[config.mk]
export PLATFORM = sky130hd
export DESIGN_NAME = pc_gen_unit_flat
export DESIGN_NICKNAME = d
export VERILOG_FILES = /design/src/rtl/pc_gen_unit_if.sv /design/src/rtl/pc_gen_unit.sv /design/src/flat_wrapper.sv
export SDC_FILE = /design/constraint.sdc
export NUM_CORES = 1
export LEC_CHECK = 0
export CAP_MARGIN = 25
export CORE_MARGIN = 2
export CORE_UTILIZATION = 47
export DETAILED_ROUTE_END_ITERATION = 6
export PLACE_DENSITY = 0.88
export SYNTH_ARGS = -nofsm -noshare
export SYNTH_HDL_FRONTEND = slang
export SYNTH_SLANG_ARGS = --single-unit
[constraint.sdc]
create_clock -name clk -period 3.1 [get_ports clk]
set_input_delay 0.465 -clock clk [delete_from_list [all_inputs] [get_ports clk]]
set_output_delay 0.465 -clock clk [all_outputs]
set_load 0.02 [all_outputs]
[src/rtl/pc_gen_unit_if.sv]
// pc_gen_unit_if: fetch-PC control and status bundle between the core and the PC generator.
interface pc_gen_unit_if #(parameter int XLEN = 32);
    logic            en;
    logic            br_valid;
    logic [XLEN-1:0] br_target;
    logic            trap_valid;
    logic [XLEN-1:0] trap_target;
    logic            dbg_halt_req;
    logic            dbg_resume_req;
    logic [XLEN-1:0] current_pc_if1;
    logic            pc_valid;
    logic            halted;
    logic [XLEN-1:0] dpc;
    logic            misalign_fault;
    logic [XLEN-1:0] misalign_addr;
    modport master (
        output en, br_valid, br_target, trap_valid, trap_target, dbg_halt_req, dbg_resume_req,
        input  current_pc_if1, pc_valid, halted, dpc, misalign_fault, misalign_addr
    );
    modport slave (
        input  en, br_valid, br_target, trap_valid, trap_target, dbg_halt_req, dbg_resume_req,
        output current_pc_if1, pc_valid, halted, dpc, misalign_fault, misalign_addr
    );
endinterface

[src/rtl/pc_gen_unit.sv]
// pc_gen_unit: IF1 fetch PC with sequential/branch/trap redirect, debug halt/resume and target alignment check.
module pc_gen_unit #(
    parameter int              XLEN         = 32,
    parameter logic [XLEN-1:0] RESET_VECTOR = 32'hFFFFF000,
    parameter int              IALIGN       = 4
) (
    input logic           clk,
    input logic           reset,
    pc_gen_unit_if.slave  bus
);
    localparam int AW = $clog2(IALIGN);
    typedef enum logic [1:0] {BOOT, RUN, HALT} state_t;
    state_t          state;
    logic [XLEN-1:0] pc, dpc, misalign_addr, seq_pc, cand_pc;
    logic            pc_valid, halted, misalign_fault, aligned;
    always_comb begin
        aligned = bus.br_target[AW-1:0] == '0;
        seq_pc  = pc + XLEN'(IALIGN);
        cand_pc = (bus.br_valid && aligned) ? bus.br_target : seq_pc;
    end
    always_ff @(posedge clk) begin
        if (reset) begin
            state          <= BOOT;
            pc             <= RESET_VECTOR;
            pc_valid       <= 1'b0;
            halted         <= 1'b0;
            dpc            <= '0;
            misalign_fault <= 1'b0;
            misalign_addr  <= '0;
        end else begin
            misalign_fault <= 1'b0;
            case (state)
                BOOT: begin
                    state    <= RUN;
                    pc_valid <= 1'b1;
                end
                RUN: begin
                    if (bus.trap_valid) pc <= bus.trap_target;
                    else if (bus.dbg_halt_req) begin
                        dpc      <= cand_pc;
                        state    <= HALT;
                        pc_valid <= 1'b0;
                        halted   <= 1'b1;
                    end else if (bus.br_valid && aligned) pc <= bus.br_target;
                    else if (bus.br_valid) begin
                        misalign_fault <= 1'b1;
                        misalign_addr  <= bus.br_target;
                    end else if (bus.en) pc <= seq_pc;
                end
                HALT: if (bus.dbg_resume_req) begin
                    pc       <= dpc;
                    state    <= RUN;
                    pc_valid <= 1'b1;
                    halted   <= 1'b0;
                end
                default: state <= BOOT;
            endcase
        end
    end
    assign bus.current_pc_if1 = pc;
    assign bus.pc_valid       = pc_valid;
    assign bus.halted         = halted;
    assign bus.dpc            = dpc;
    assign bus.misalign_fault = misalign_fault;
    assign bus.misalign_addr  = misalign_addr;
endmodule

[src/flat_wrapper.sv]
// flat-port wrapper written by rule: the top's interface ports become plain ports
module pc_gen_unit_flat 
#(
    parameter int              XLEN         = 32,
    parameter logic [XLEN-1:0] RESET_VECTOR = 32'hFFFFF000,
    parameter int              IALIGN       = 4
)
  (clk, reset, bus_en, bus_br_valid, bus_br_target, bus_trap_valid, bus_trap_target, bus_dbg_halt_req, bus_dbg_resume_req, bus_current_pc_if1, bus_pc_valid, bus_halted, bus_dpc, bus_misalign_fault, bus_misalign_addr);
  pc_gen_unit_if #(.XLEN(XLEN)) bus_i ();
  input logic clk;
  input logic reset;
  input wire logic [$bits(bus_i.en)-1:0] bus_en;
  input wire logic [$bits(bus_i.br_valid)-1:0] bus_br_valid;
  input wire logic [$bits(bus_i.br_target)-1:0] bus_br_target;
  input wire logic [$bits(bus_i.trap_valid)-1:0] bus_trap_valid;
  input wire logic [$bits(bus_i.trap_target)-1:0] bus_trap_target;
  input wire logic [$bits(bus_i.dbg_halt_req)-1:0] bus_dbg_halt_req;
  input wire logic [$bits(bus_i.dbg_resume_req)-1:0] bus_dbg_resume_req;
  output wire logic [$bits(bus_i.current_pc_if1)-1:0] bus_current_pc_if1;
  output wire logic [$bits(bus_i.pc_valid)-1:0] bus_pc_valid;
  output wire logic [$bits(bus_i.halted)-1:0] bus_halted;
  output wire logic [$bits(bus_i.dpc)-1:0] bus_dpc;
  output wire logic [$bits(bus_i.misalign_fault)-1:0] bus_misalign_fault;
  output wire logic [$bits(bus_i.misalign_addr)-1:0] bus_misalign_addr;
  assign bus_i.en = bus_en;
  assign bus_i.br_valid = bus_br_valid;
  assign bus_i.br_target = bus_br_target;
  assign bus_i.trap_valid = bus_trap_valid;
  assign bus_i.trap_target = bus_trap_target;
  assign bus_i.dbg_halt_req = bus_dbg_halt_req;
  assign bus_i.dbg_resume_req = bus_dbg_resume_req;
  assign bus_current_pc_if1 = bus_i.current_pc_if1;
  assign bus_pc_valid = bus_i.pc_valid;
  assign bus_halted = bus_i.halted;
  assign bus_dpc = bus_i.dpc;
  assign bus_misalign_fault = bus_i.misalign_fault;
  assign bus_misalign_addr = bus_i.misalign_addr;
  pc_gen_unit #(.XLEN(XLEN), .RESET_VECTOR(RESET_VECTOR), .IALIGN(IALIGN)) u_core (.clk(clk), .reset(reset), .bus(bus_i));
endmodule
==> flow_summary.json <==
{
  "status": "completed",
  "grt_start_max_net_pins": 91,
  "post-route-period-util_pct": 85.25,
  "netlist_instances": 725,
  "synth-edff-count": 0,
  "hold_class": "flip-flop to flip-flop",
  "die_width_um": 112.5,
  "synth_compound_area_share_pct": 26.95,
  "core_area_mm2": 0.01147,
  "drc": 0,
  "setup_viol": 0,
  "fmax_ghz": 0.3784,
  "peakVddDrop_mv": 0.2748,
  "htreeDepth": 3,
  "num_rows": 39,
  "drive_above_1_share_pct": 7.788,
  "required_ps": 3340,
  "timing.rr.end": "u_core.bus.current_pc_if1[31]",
  "clock_sinks": 101,
  "yosysUniqueCellTypes": 73,
  "synth_xor_area_share_pct": 2.216,
  "cts_resized": 0,
  "grt_pass1_wl_um": 32110,
  "dieArea_mm2": 0.01266,
  "via_per_inst": 6.372,
  "vias": 6557,
  "avgSynthCellArea_um2": 7.633,
  "clkLatencyLatePin_ps": 360,
  "root_buffer": "clkbuf_16",
  "gr-total-overflow": 0,
  "crit_fanout": 14,
  "end_kind": "flip-flop",
  "antenna_found_initial": 0,
  "synthesis.area_mm2": 0.005534,
  "synth_seq_cells": 101,
  "hpwlAfterDp_um": 14320,
  "yosys.area_share.simple_pct": 26.61,
  "initial_utilization_pct": 48.26,
  "holdPathStages": 2,
  "post_cts_buffers": 0,
  "startpoint_type": "primary input",
  "clockBufferDepth": 2,
  "power_density_mw_per_mm2": 442.3,
  "fill_cells": 942,
  "critical_path_class": "primary input to flip-flop",
  "grt_pass1_vias": 6146,
  "area_growth_pct": 40.11,
  "totalWireLength_um": 20350,
  "ant_nets": 0,
  "hold_path.startpoint": "u_core.bus.misalign_addr[1]",
  "wl_per_cell_um": 19.78,
  "ios": 170,
  "total_power_mw": 3.429,
  "dpl_cell_area_mm2": 0.007437,
  "clk_pin_slew_ps": 80,
  "cts_tree": "yes",
  "synthAdderAreaFrac_pct": 0.2261,
  "ys.flop_type": "dfxtp_1",
  "async_reset_ff_share_pct": 0,
  "n_antenna_cell": 0,
  "dr.pass1.iters": 6,
  "slew_viol_final": 0,
  "reg2reg_depth": 5,
  "reg2reg_slack_ps": 520,
  "io_buffers": 169,
  "syn-num-nets": 797,
  "cp-startpoint": "bus_trap_valid",
  "holdPathEnd": "u_core.bus.misalign_addr[1]",
  "maxCapViolCount": 0,
  "grt_usage_pct": 31.53,
  "holdBufCountCts": 0,
  "fp.dieH_um": 112.5,
  "setup_tns_ps": 0,
  "nNetsFinal": 953,
  "final_area_mm2": 0.007754,
  "yosys_warnings": 0,
  "worst_pin_slew_ps": 1067,
  "synth.mux.area_fraction_pct": 2.193,
  "crit_arrival_ps": 2880,
  "place.gp.congestion": 0.9654,
  "rr_startpoint": "u_core.bus.current_pc_if1[4]",
  "synth_top_family_by_area": "compound AO/OA/AOI/OAI gates",
  "cts_made_buffers": 9,
  "finalClockSkew_ps": 8.623,
  "drt_iter0_drc": 689,
  "period_minus_slack_ps": 2643,
  "finalHoldViolCount": 0,
  "yosysSeqAreaShare_pct": 36.54,
  "maxSlewHeadroom_pct": 28.83,
  "leakagePower_nw": 2.817,
  "grt_setup_unrepaired": "false"
}
==> cell usage after synthesis, drive strengths merged, types with 5 or more instances <==
cell type  number  area [um2]
nand2         127       476.7
dfxtp         101        2022
a21oi          83       415.4
nor2           51       191.4
clkbuf         43       162.7
nand3          30       155.1
o21ai          28       140.1
nor3           18       90.09
a211oi         16       120.1
buf            16       80.07
nand4          16       121.4
o211ai         12       90.09
a22oi          11       82.58
inv            11       41.29
mux2i          11       110.1
xor2           11       96.34
nor4           10       96.35
and2            9       56.31
a211o           8       70.07
and3            8       50.05
a31oi           7       43.79
a31o            6       52.55
nand2b          6       37.54
o31ai           6       45.04
a221oi          5       43.79
or3             5       31.28
==> through the flow <==
step	std cells	setup WS [ps]	hold WS, ps	utilization [%]
6_report	1029	457.3	454.5	67.62
3_5_place_dp	1013	148.8	445.7	64.86
5_1_grt	1029	279.0	479.2	67.62
4_1_cts	1029	493.4	456.5	67.62
2_1_floorplan	725	763.9	534.5	-
3_3_place_gp	1013	225.0	441.4	64.86
==> state kept, by name, indices dropped and copies added (netlist names) <==
register and cells:
u_core.state 2, u_core.bus.misalign_fault 1, u_core.bus.dpc 32, u_core.bus.current_pc_if1 32, u_core.bus.misalign_addr 32, u_core.bus.halted 1
u_core.bus.pc_valid 1
==> layout by cell type, fill, tap and decap left out, types with 9 or more instances in the layout <==
| cell | n |
|---|---|
| nor3_1 | 18 |
| a22oi_1 | 11 |
| o21ai_0 | 27 |
| dfxtp_1 | 101 |
| mux2i_1 | 11 |
| nand3_1 | 29 |
| buf_4 | 35 |
| a21oi_1 | 83 |
| nand4_1 | 14 |
| xor2_1 | 11 |
| a211oi_1 | 16 |
| inv_1 | 11 |
| nor2_1 | 50 |
| o211ai_1 | 12 |
| nand2_1 | 127 |
| clkbuf_16 | 9 |
| clkdlybuf4s50_1 | 168 |
==> cell families after synthesis <==
logic type               Yosys count
adder cells (fa/ha/maj)            1
flip-flops                       101
AO/OA/AOI/OAI                    225
XOR/XNOR                          14
multiplexers                      12
buffers and inverters             72
AND/OR/NAND/NOR                  300
==> where the power goes <==
| group | leakage [nW] | internal, mW | total (mW) | switching (mW) |
|---|---|---|---|---|
| Sequential | 0.823 | 1.36 | 1.45 | 0.0902 |
| Clock | 0.152 | 0.648 | 1.21 | 0.564 |
| Combinational | 1.84 | 0.350 | 0.768 | 0.418 |
==> worst max-delay path by stage <==
stage                                                to  slack [ps]
after CTS                  u_core.bus.misalign_addr[30]         490
final                     u_core.bus.current_pc_if1[25]         460
after floorplan           u_core.bus.current_pc_if1[30]         760
after detailed placement   u_core.bus.misalign_addr[30]         150
after global placement     u_core.bus.misalign_addr[31]         220
after global routing       u_core.bus.misalign_addr[23]         280
==> layer usage <==
| metal | share of wire, % | vias up | GRT usage [%] |
|---|---|---|---|
| met4 | 5.0 | 0 | 15.93 |
| li1 | - | 2972 | - |
| met1 | 38 | 3018 | 39.38 |
| met5 | 0 | - | 0 |
| met3 | 12 | 85 | 8.153 |
| met2 | 46 | 482 | 50.48 |
==> critical path, cell delays in order <==
cell	delay (ps)
clkdlybuf4s50_1	720
clkinv_1	280
a311oi_2	480
buf_4	310
o21ai_0	160
o32ai_1	340
a2bb2oi_1	120
==> layout make-up <==
class,count,area (um2),share of cell area (%)
Multi-Input combinational cell,552,3238,41.76
Inverter,13,48.80,0.6293
Tap cell,143,178.9,2.308
Sequential cell,101,2022,26.08
Clock buffer,9,225.2,2.905
Clock inverter,7,91.34,1.178
Timing Repair Buffer,204,1949,25.14
No activity file was read; power rests on OpenSTA's default activity.
